File: src/rtl/memory_stage.sv
// rtl/memory_stage.sv - RV32I memory-access stage with single-outstanding req/ack data bus
module memory_stage #(
    parameter int DWIDTH      = 32,
    parameter int AWIDTH      = 5,
    parameter int FUNCT_WIDTH = 3
) (
    input  logic                   me_clk,
    input  logic                   me_rst,
    input  logic                   me_i_ce,
    input  logic [6:0]             me_i_opcode,
    input  logic [FUNCT_WIDTH-1:0] me_i_funct3,
    input  logic [DWIDTH-1:0]      me_i_alu_value,
    input  logic [DWIDTH-1:0]      me_i_data_rs2,
    input  logic [AWIDTH-1:0]      me_i_addr_rd,
    input  logic                   me_i_we_reg,
    input  logic                   me_i_stall,
    input  logic                   me_i_flush,
    output logic                   me_o_stall,
    output logic                   me_o_stb,
    output logic                   me_o_we,
    output logic [DWIDTH-1:0]      me_o_addr,
    output logic [3:0]             me_o_sel,
    output logic [DWIDTH-1:0]      me_o_wdata,
    input  logic                   me_i_ack,
    input  logic [DWIDTH-1:0]      me_i_rdata,
    output logic                   me_o_ce,
    output logic [AWIDTH-1:0]      me_o_addr_rd,
    output logic [DWIDTH-1:0]      me_o_data_rd,
    output logic                   me_o_we_reg,
    output logic                   me_o_misaligned
);

    localparam logic [6:0] OP_LOAD  = 7'b0000011;
    localparam logic [6:0] OP_STORE = 7'b0100011;

    typedef enum logic [1:0] {S_IDLE, S_WAIT, S_HOLD} state_t;

    state_t                 state;
    logic [FUNCT_WIDTH-1:0] q_funct3;
    logic [1:0]             q_off;
    logic                   q_store;
    logic                   q_we_reg;
    logic                   q_flushed;
    logic [AWIDTH-1:0]      q_rd;
    logic [DWIDTH-1:0]      hold_data;
    logic                   hold_we;

    logic                   is_load;
    logic                   is_store;
    logic                   is_mem;
    logic                   misaligned;
    logic                   rd_nz;
    logic [3:0]             st_sel;
    logic [DWIDTH-1:0]      st_wdata;
    logic [DWIDTH-1:0]      shifted;
    logic [DWIDTH-1:0]      load_data;
    logic                   sgn_b;
    logic                   sgn_h;
    logic [DWIDTH-1:0]      wb_data;
    logic                   wb_we;

    assign me_o_stall = (state != S_IDLE) | me_i_stall;
    assign is_load    = (me_i_opcode == OP_LOAD);
    assign is_store   = (me_i_opcode == OP_STORE);
    assign is_mem     = is_load | is_store;
    assign rd_nz      = |me_i_addr_rd;

    // Halfwords need bit 0 clear, words need both low address bits clear
    assign misaligned = ((me_i_funct3[1:0] == 2'b01) & me_i_alu_value[0]) |
                        ((me_i_funct3[1:0] == 2'b10) & (me_i_alu_value[1:0] != 2'b00));

    // Store byte-lane steering: data is replicated so any selected lane carries it
    always_comb begin
        st_sel   = 4'b1111;
        st_wdata = me_i_data_rs2;
        case (me_i_funct3[1:0])
            2'b00: begin
                st_sel   = 4'b0001 << me_i_alu_value[1:0];
                st_wdata = {4{me_i_data_rs2[7:0]}};
            end
            2'b01: begin
                st_sel   = me_i_alu_value[1] ? 4'b1100 : 4'b0011;
                st_wdata = {2{me_i_data_rs2[15:0]}};
            end
            default: begin
                st_sel   = 4'b1111;
                st_wdata = me_i_data_rs2;
            end
        endcase
    end

    // Load alignment and sign/zero extension of the returned word
    always_comb begin
        shifted   = me_i_rdata >> {q_off, 3'b000};
        sgn_b     = ~q_funct3[2] & shifted[7];
        sgn_h     = ~q_funct3[2] & shifted[15];
        load_data = shifted;
        case (q_funct3[1:0])
            2'b00:   load_data = {{(DWIDTH-8){sgn_b}}, shifted[7:0]};
            2'b01:   load_data = {{(DWIDTH-16){sgn_h}}, shifted[15:0]};
            default: load_data = shifted;
        endcase
        wb_data = q_store ? '0 : load_data;
        wb_we   = ~q_store & q_we_reg;
    end

    // Stage FSM: accept, issue bus cycle, wait for ack, optionally buffer under downstream stall
    always_ff @(posedge me_clk or negedge me_rst) begin
        if (!me_rst) begin
            state           <= S_IDLE;
            q_funct3        <= '0;
            q_off           <= 2'b00;
            q_store         <= 1'b0;
            q_we_reg        <= 1'b0;
            q_flushed       <= 1'b0;
            q_rd            <= '0;
            hold_data       <= '0;
            hold_we         <= 1'b0;
            me_o_stb        <= 1'b0;
            me_o_we         <= 1'b0;
            me_o_addr       <= '0;
            me_o_sel        <= 4'b0000;
            me_o_wdata      <= '0;
            me_o_ce         <= 1'b0;
            me_o_addr_rd    <= '0;
            me_o_data_rd    <= '0;
            me_o_we_reg     <= 1'b0;
            me_o_misaligned <= 1'b0;
        end else begin
            case (state)
                S_IDLE: begin
                    if (me_i_flush) begin
                        me_o_ce         <= 1'b0;
                        me_o_misaligned <= 1'b0;
                    end else if (!me_i_stall) begin
                        me_o_ce         <= 1'b0;
                        me_o_misaligned <= 1'b0;
                        if (me_i_ce) begin
                            if (is_mem && !misaligned) begin
                                state      <= S_WAIT;
                                me_o_stb   <= 1'b1;
                                me_o_we    <= is_store;
                                me_o_addr  <= {me_i_alu_value[DWIDTH-1:2], 2'b00};
                                me_o_sel   <= is_store ? st_sel : 4'b1111;
                                me_o_wdata <= is_store ? st_wdata : '0;
                                q_funct3   <= me_i_funct3;
                                q_off      <= me_i_alu_value[1:0];
                                q_store    <= is_store;
                                q_we_reg   <= me_i_we_reg & rd_nz;
                                q_flushed  <= 1'b0;
                                q_rd       <= me_i_addr_rd;
                            end else if (is_mem) begin
                                me_o_ce         <= 1'b1;
                                me_o_misaligned <= 1'b1;
                                me_o_we_reg     <= 1'b0;
                                me_o_addr_rd    <= me_i_addr_rd;
                                me_o_data_rd    <= me_i_alu_value;
                            end else begin
                                me_o_ce      <= 1'b1;
                                me_o_we_reg  <= me_i_we_reg & rd_nz;
                                me_o_addr_rd <= me_i_addr_rd;
                                me_o_data_rd <= me_i_alu_value;
                            end
                        end
                    end
                end
                S_WAIT: begin
                    if (me_i_flush) begin
                        q_flushed <= 1'b1;
                    end
                    if (me_i_ack) begin
                        me_o_stb <= 1'b0;
                        if (q_flushed || me_i_flush) begin
                            state <= S_IDLE;
                        end else if (me_i_stall) begin
                            state     <= S_HOLD;
                            hold_data <= wb_data;
                            hold_we   <= wb_we;
                        end else begin
                            state           <= S_IDLE;
                            me_o_ce         <= 1'b1;
                            me_o_misaligned <= 1'b0;
                            me_o_data_rd    <= wb_data;
                            me_o_addr_rd    <= q_rd;
                            me_o_we_reg     <= wb_we;
                        end
                    end
                end
                S_HOLD: begin
                    if (me_i_flush) begin
                        state <= S_IDLE;
                    end else if (!me_i_stall) begin
                        state           <= S_IDLE;
                        me_o_ce         <= 1'b1;
                        me_o_misaligned <= 1'b0;
                        me_o_data_rd    <= hold_data;
                        me_o_addr_rd    <= q_rd;
                        me_o_we_reg     <= hold_we;
                    end
                end
                default: state <= S_IDLE;
            endcase
        end
    end

endmodule

File: config.mk
export PLATFORM = sky130hd
export DESIGN_NAME = memory_stage
export DESIGN_NICKNAME = d
export VERILOG_FILES = /design/src/rtl/memory_stage.sv
export SDC_FILE = /design/constraint.sdc
export NUM_CORES = 1
export LEC_CHECK = 0
export ABC_CLOCK_PERIOD_IN_PS = 3000
export CORE_MARGIN = 2
export CORE_UTILIZATION = 48
export CTS_CLUSTER_SIZE = 16
export DETAILED_ROUTE_END_ITERATION = 6
export GPL_TIMING_DRIVEN = 0
export PLACE_DENSITY_LB_ADDON = 0.25
export REMOVE_ABC_BUFFERS = 1
export SLEW_MARGIN = 20
export SYNTH_ARGS = -nofsm -noshare
export SYNTH_HDL_FRONTEND = slang
export SYNTH_SLANG_ARGS = --single-unit
File: constraint.sdc
create_clock -name me_clk -period 3 [get_ports me_clk]
set_input_delay 0.9 -clock me_clk [delete_from_list [all_inputs] [get_ports me_clk]]
set_output_delay 0.9 -clock me_clk [all_outputs]
set_load 0.1 [all_outputs]
== After elaboration in Yosys (flattened, before gate mapping) ==
Cells that the tools add are included.
Operators by class
  $add $sub $neg: 0
  $mul: 0
  div/mod/pow operators: 0
  $lt $le $gt $ge: 0
  equality and inequality tests: 20
  shifts and indexed selects: 2
  mux-type cells: 78
  bitwise gates (word level): 14
  reductions and logical operators: 19
Operators by type and width (count)
  32-bit two-way mux: 11
  32-bit one-hot mux with 2 select lines: 2
  32-bit one-hot mux with 3 select lines: 1
  5-bit two-way mux: 8
  1-bit two-way mux: 37
  32-bit by 5-bit >> shifter with 32-bit output: 1
  2-bit != test (second input constant): 11
  2-bit two-way mux: 9
  6-bit AND reduction: 3
  5-bit one-hot mux with 3 select lines: 1
  10-bit AND reduction: 1
  5-bit AND reduction: 2
  1-bit one-hot mux with 3 select lines: 3
  4-bit two-way mux: 2
  4-bit one-hot mux with 2 select lines: 1
  8-bit AND reduction: 1
  7-bit by 2-bit equality test with 1-bit output (second input constant): 1
  7-bit by 6-bit equality test with 1-bit output (second input constant): 1
  1-bit AND: 6
  2-bit by 1-bit equality test with 1-bit output (second input constant): 3
  2-bit logical NOT: 3
  3-bit != test (second input constant): 2
  2-bit one-hot mux with 3 select lines: 1
  2-bit nonzero test: 3
  other kinds (11): 19
Storage, ports and cells
  register bits after elaboration: 155
  latch bits: 0
  memory bits (writable): 0
  memory bits (read-only): 0
  input port bits: 118
  output and inout port bits: 111
  word-level logic and storage cells: 151
  memories kept: 0

== Logic depth before layout (Yosys ltp) ==
  word-level depth: 10
  gate-level depth with buffers: 10
  mapped depth without buffers: 7

== Least setup slack after synthesis ==
Ideal clock, no wire load.
  path type: input-to-reg
  start: in me_i_stall
  end: reg me_o_wdata[22]
  library setup time: 0.133 ns
  arrival time: 2.730 ns
  required time: 2.867 ns
  setup slack: 0.136 ns
  stages on the path: 7
  path buffers: 3
  cell sequence: nand2b_1 -> or3_1 -> clkbuf_1 -> buf_2 -> buf_2 -> nand2_1 -> o21ai_0
On the way
  longest elaborated chain between the ends: 2
RTL lines
  start: declaration: RTL line 16  | input logic me_i_stall,
  1-bit inverter (no line)
  5-bit AND reduction (no line)
  end signal: assignment: RTL line 145  | me_o_wdata <= is_store ? st_wdata : '0;
  end: declaration: RTL line 23  | output logic [DWIDTH-1:0] me_o_wdata,
No other way between the ends.
A chain may end at the register's enable or synchronous reset.

== Worst setup path in the final report ==
  start: in me_i_stall
  end: out me_o_stall
On the way
  longest elaborated chain between the ends: 1
RTL lines
  1-bit bitwise OR: RTL line 62  | assign me_o_stall = (state != S_IDLE) | me_i_stall;
  end: declaration: RTL line 18  | output logic me_o_stall,
No other way between the ends.

==> flow_summary.yaml <==
critical_path:
  reg2reg_to: "me_o_data_rd[10]"
  max_stage_delay_ns: 0.64
  reg2reg_from: "state[0]"
  cp.arrival_ns: 2.06
  worst_setup_path_start_kind: "input port"
  path_buf_inv: 2
  crit_family: "buffers and inverters"
  criticalPathCategory: "input port to output port"
  crit_fanout: 7
  crit_chain: "clkdlybuf4s50_1, nand2b_2, buf_6"
  worstPathRequired_ns: 2.10
  cp-end-kind: "output port"
  reg2reg_depth: 8
  cp_slowest_cell: "clkdlybuf4s50_1"
  regToRegSetupSlack_ns: 0.28
timing:
  rsz0062_at_grt: "no"
  worst_slack_ns: 0.03667
  hold_viol: 0
  slew_violations: 0
  fin_crit_sh_pct: 98.78
  slew_headroom_pct: 25.99
  max_freq_mhz: 337.5
  holdWs_ns: 0.4628
  period_needed_ns: 2.963
  worst_pin_slew_ns: 1.106
  fin_skew_ns: 0.006737
  setup_viol_count_final: 0
clocking:
  clock_latency_ns: 0.43
  cts_tree: "yes"
  ctsHoldBuffers: 0
  clkSlewWorstSetupHoldPaths_ns: 0.06
  cts_buffer_depth: 2
  cts_root_buf: "clkbuf_16"
  cts_buffers: 17
  htreeDepth: 4
  clock-sinks: 155
yosys:
  synth-edff-count: 0
  synth_cell_types: 60
  ys.flop_type: "dfrtp_1"
  async_reset_ff_share_pct: 100.0
  avgSynthCellArea_um2: 9.528
  synth_area_um2: 7880
  synth_top_cell_area_share_pct: 49.22
  synth_seq_cells: 155
  yosys.area.top_type: "dfrtp_1"
  synth_area_leaders: "dfrtp_1 (49%), nand2_1 (7.9%), mux2i_1 (7.1%), o21ai_0 (5.5%), a21oi_1 (3.4%)"
  synth-seq-area-share_pct: 49.22
  synthCells: 827
  yosysWarnings: 0
power:
  combPwrFrac_pct: 50.2
  power_leakage_uw: 0.004741
  power_frac_seq_pct: 27.5
  p_sw_share_pct: 46.90
  p_int_uw: 5177
  switchingPower_uw: 4573
  peakVddDrop_mv: 0.6796
  p_clk_share_pct: 22.3
  p_per_area_nw_per_um2: 880.3
  finalPower_uw: 9751
cells_and_area:
  drive_gt1_share_pct: 9.538
  final_cells: 1254
  final_common_cell: "clkdlybuf4s50_1"
  reg_top3: "hold_data: 32 flops, me_o_data_rd: 32 flops, me_o_wdata: 32 flops"
  layout_common_cells: "clkdlybuf4s50_1 (221), nand2_1 (164), dfrtp_1 (153), o21ai_0 (87), mux2i_1 (56)"
  nNetsFinal: 1151
  antenna_cells: 0
  stdcell_area_um2: 11080
  n_fill_cell: 1265
  area_delta_synth_final_pct: 40.57
placement:
  pre_cts_slack_ns: -1.636
  placed_area_um2: 10290
  port_buffers: 226
  dp.cells: 1211
  dp_hpwl_um: 15780
  place.gp.congestion: 0.8466
detailed_routing:
  wl_per_cell_um: 18.97
  wirelength_um: 23790
  drt_iter0_drc: 538
  first_pass_iters: 7
  viasPerCell: 5.726
  vias: 7180
  drcViolationCount: 0
  final_antenna_net_count: 0
flow_run:
  drv_cap: 0
floorplanning:
  start_util_pct: 49.43
  ios: 229
  fp.dieW_um: 132.1
  core_area_um2: 15940
  die_y_um: 132.1
  dieArea_um2: 17460
  rows: 46
grt:
  grt_pass1_vias: 7111
  grt_antenna_before_repair: 0
  gr-total-overflow: 0
  grt_max_degree: 80
  grt_usage_pct: 27.78
  grt_pass1_wl_um: 38510
outcome:
  status: "completed"
hold_path:
  hold_class: "input port to asynchronous set/reset pin"
[power by group through the flow]
stage / clock (µW) / combinational [µW] / sequential, µW
floorplan: 0 / 1300 / 4750
global placement: 0 / 4570 / 2700
detailed placement: 0 / 4740 / 2710
CTS: 2190 / 4820 / 2680
global route: 2300 / 5130 / 2730
finish: 2170 / 4900 / 2690
[synthesized netlist by cell type, types with 2 or more instances]
master and number:
a21oi_1 54, a221oi_1 13, nand3b_1 2, nor2_1 42, nand2_1 165, nor4b_4 2, a32oi_1 6, nor2b_1 2
and3_1 2, o22ai_1 2, clkbuf_1 40, a221oi_2 3, a22oi_2 2, inv_1 18, buf_1 5, nand3_1 4
a22oi_1 15, a22o_1 29, dfrtp_1 155, nand4_1 9, mux2_1 2, buf_4 3, a31oi_1 3, nor3_2 2
buf_6 2, o32a_1 2, nand2b_1 10, ha_1 5, a21boi_0 8, buf_2 16, o31ai_1 2, nor3_1 11
mux2_2 17, mux2i_1 56, o21ai_0 87, a32o_1 6, nor4_1 2
[cell type report]
type                    instances  area [µm²]  share of cell area (%)
flip-flops and latches        155        3881                   35.04
clock buffers                  21       460.4                   4.157
repair buffers                244        2502                   22.59
multi-input cells             592        3775                   34.08
inverters                      18       67.56                  0.6100
well taps                     216       270.3                   2.440
clock inverters                 8       120.1                   1.084
[through the flow]
stage | utilization (%) | setup TNS, ns
6_report | 69.48 | 0
3_3_place_gp | 63.49 | -1144.42
2_1_floorplan | - | -37.50
5_1_grt | 69.48 | 0
3_5_place_dp | 64.55 | -120.04
4_1_cts | 68.93 | 0
[how the worst max path moves through the flow]
| stage | slack, ns | from | depth (start not counted) | endpoint |
|---|---|---|---|---|
| 6_report | 0.04 | me_i_stall | 3 | me_o_stall |
| 5_1_grt | 0.003 | me_i_stall | 3 | me_o_stall |
| 4_1_cts | 0.01 | me_i_stall | 3 | me_o_stall |
| 3_5_place_dp | -1.64 | me_i_flush | 6 | hold_data[28] |
| 3_3_place_gp | -5.45 | me_rst | 1 | me_o_addr[3] |
| 2_1_floorplan | -0.61 | me_i_stall | 3 | q_we_reg |
[cells by family after synthesis]
| kind of cell | after synthesis | share of synthesized area [%] |
|---|---|---|
| AND/OR/NAND/NOR | 263 | 14.96 |
| AO/OA/AOI/OAI | 243 | 20.28 |
| flip-flops | 155 | 49.22 |
| buffers and inverters | 84 | 4.589 |
| multiplexers | 76 | 10.11 |
| adder cells (fa/ha/maj) | 5 | 0.7939 |
| other | 1 | 0.04759 |
[per-layer routing]
metal	GRT usage (%)	up-vias	share of wire (%)	wire length, µm
li1	-	3360	-	-
met1	36.59	3501	43	10180
met2	43.95	279	48	11300
met3	7.343	40	7.2	1711
met4	10.93	0	2.5	596
met5	0	-	0	0
[what timing repair did]
item                                    CTS  global route
gates cloned                              3             0
pin swaps                                 3             3
gates resized for setup                  18             6
setup buffers                             6             5
endpoints found under the setup margin  139            93
(Power assumes the default switching activity.)
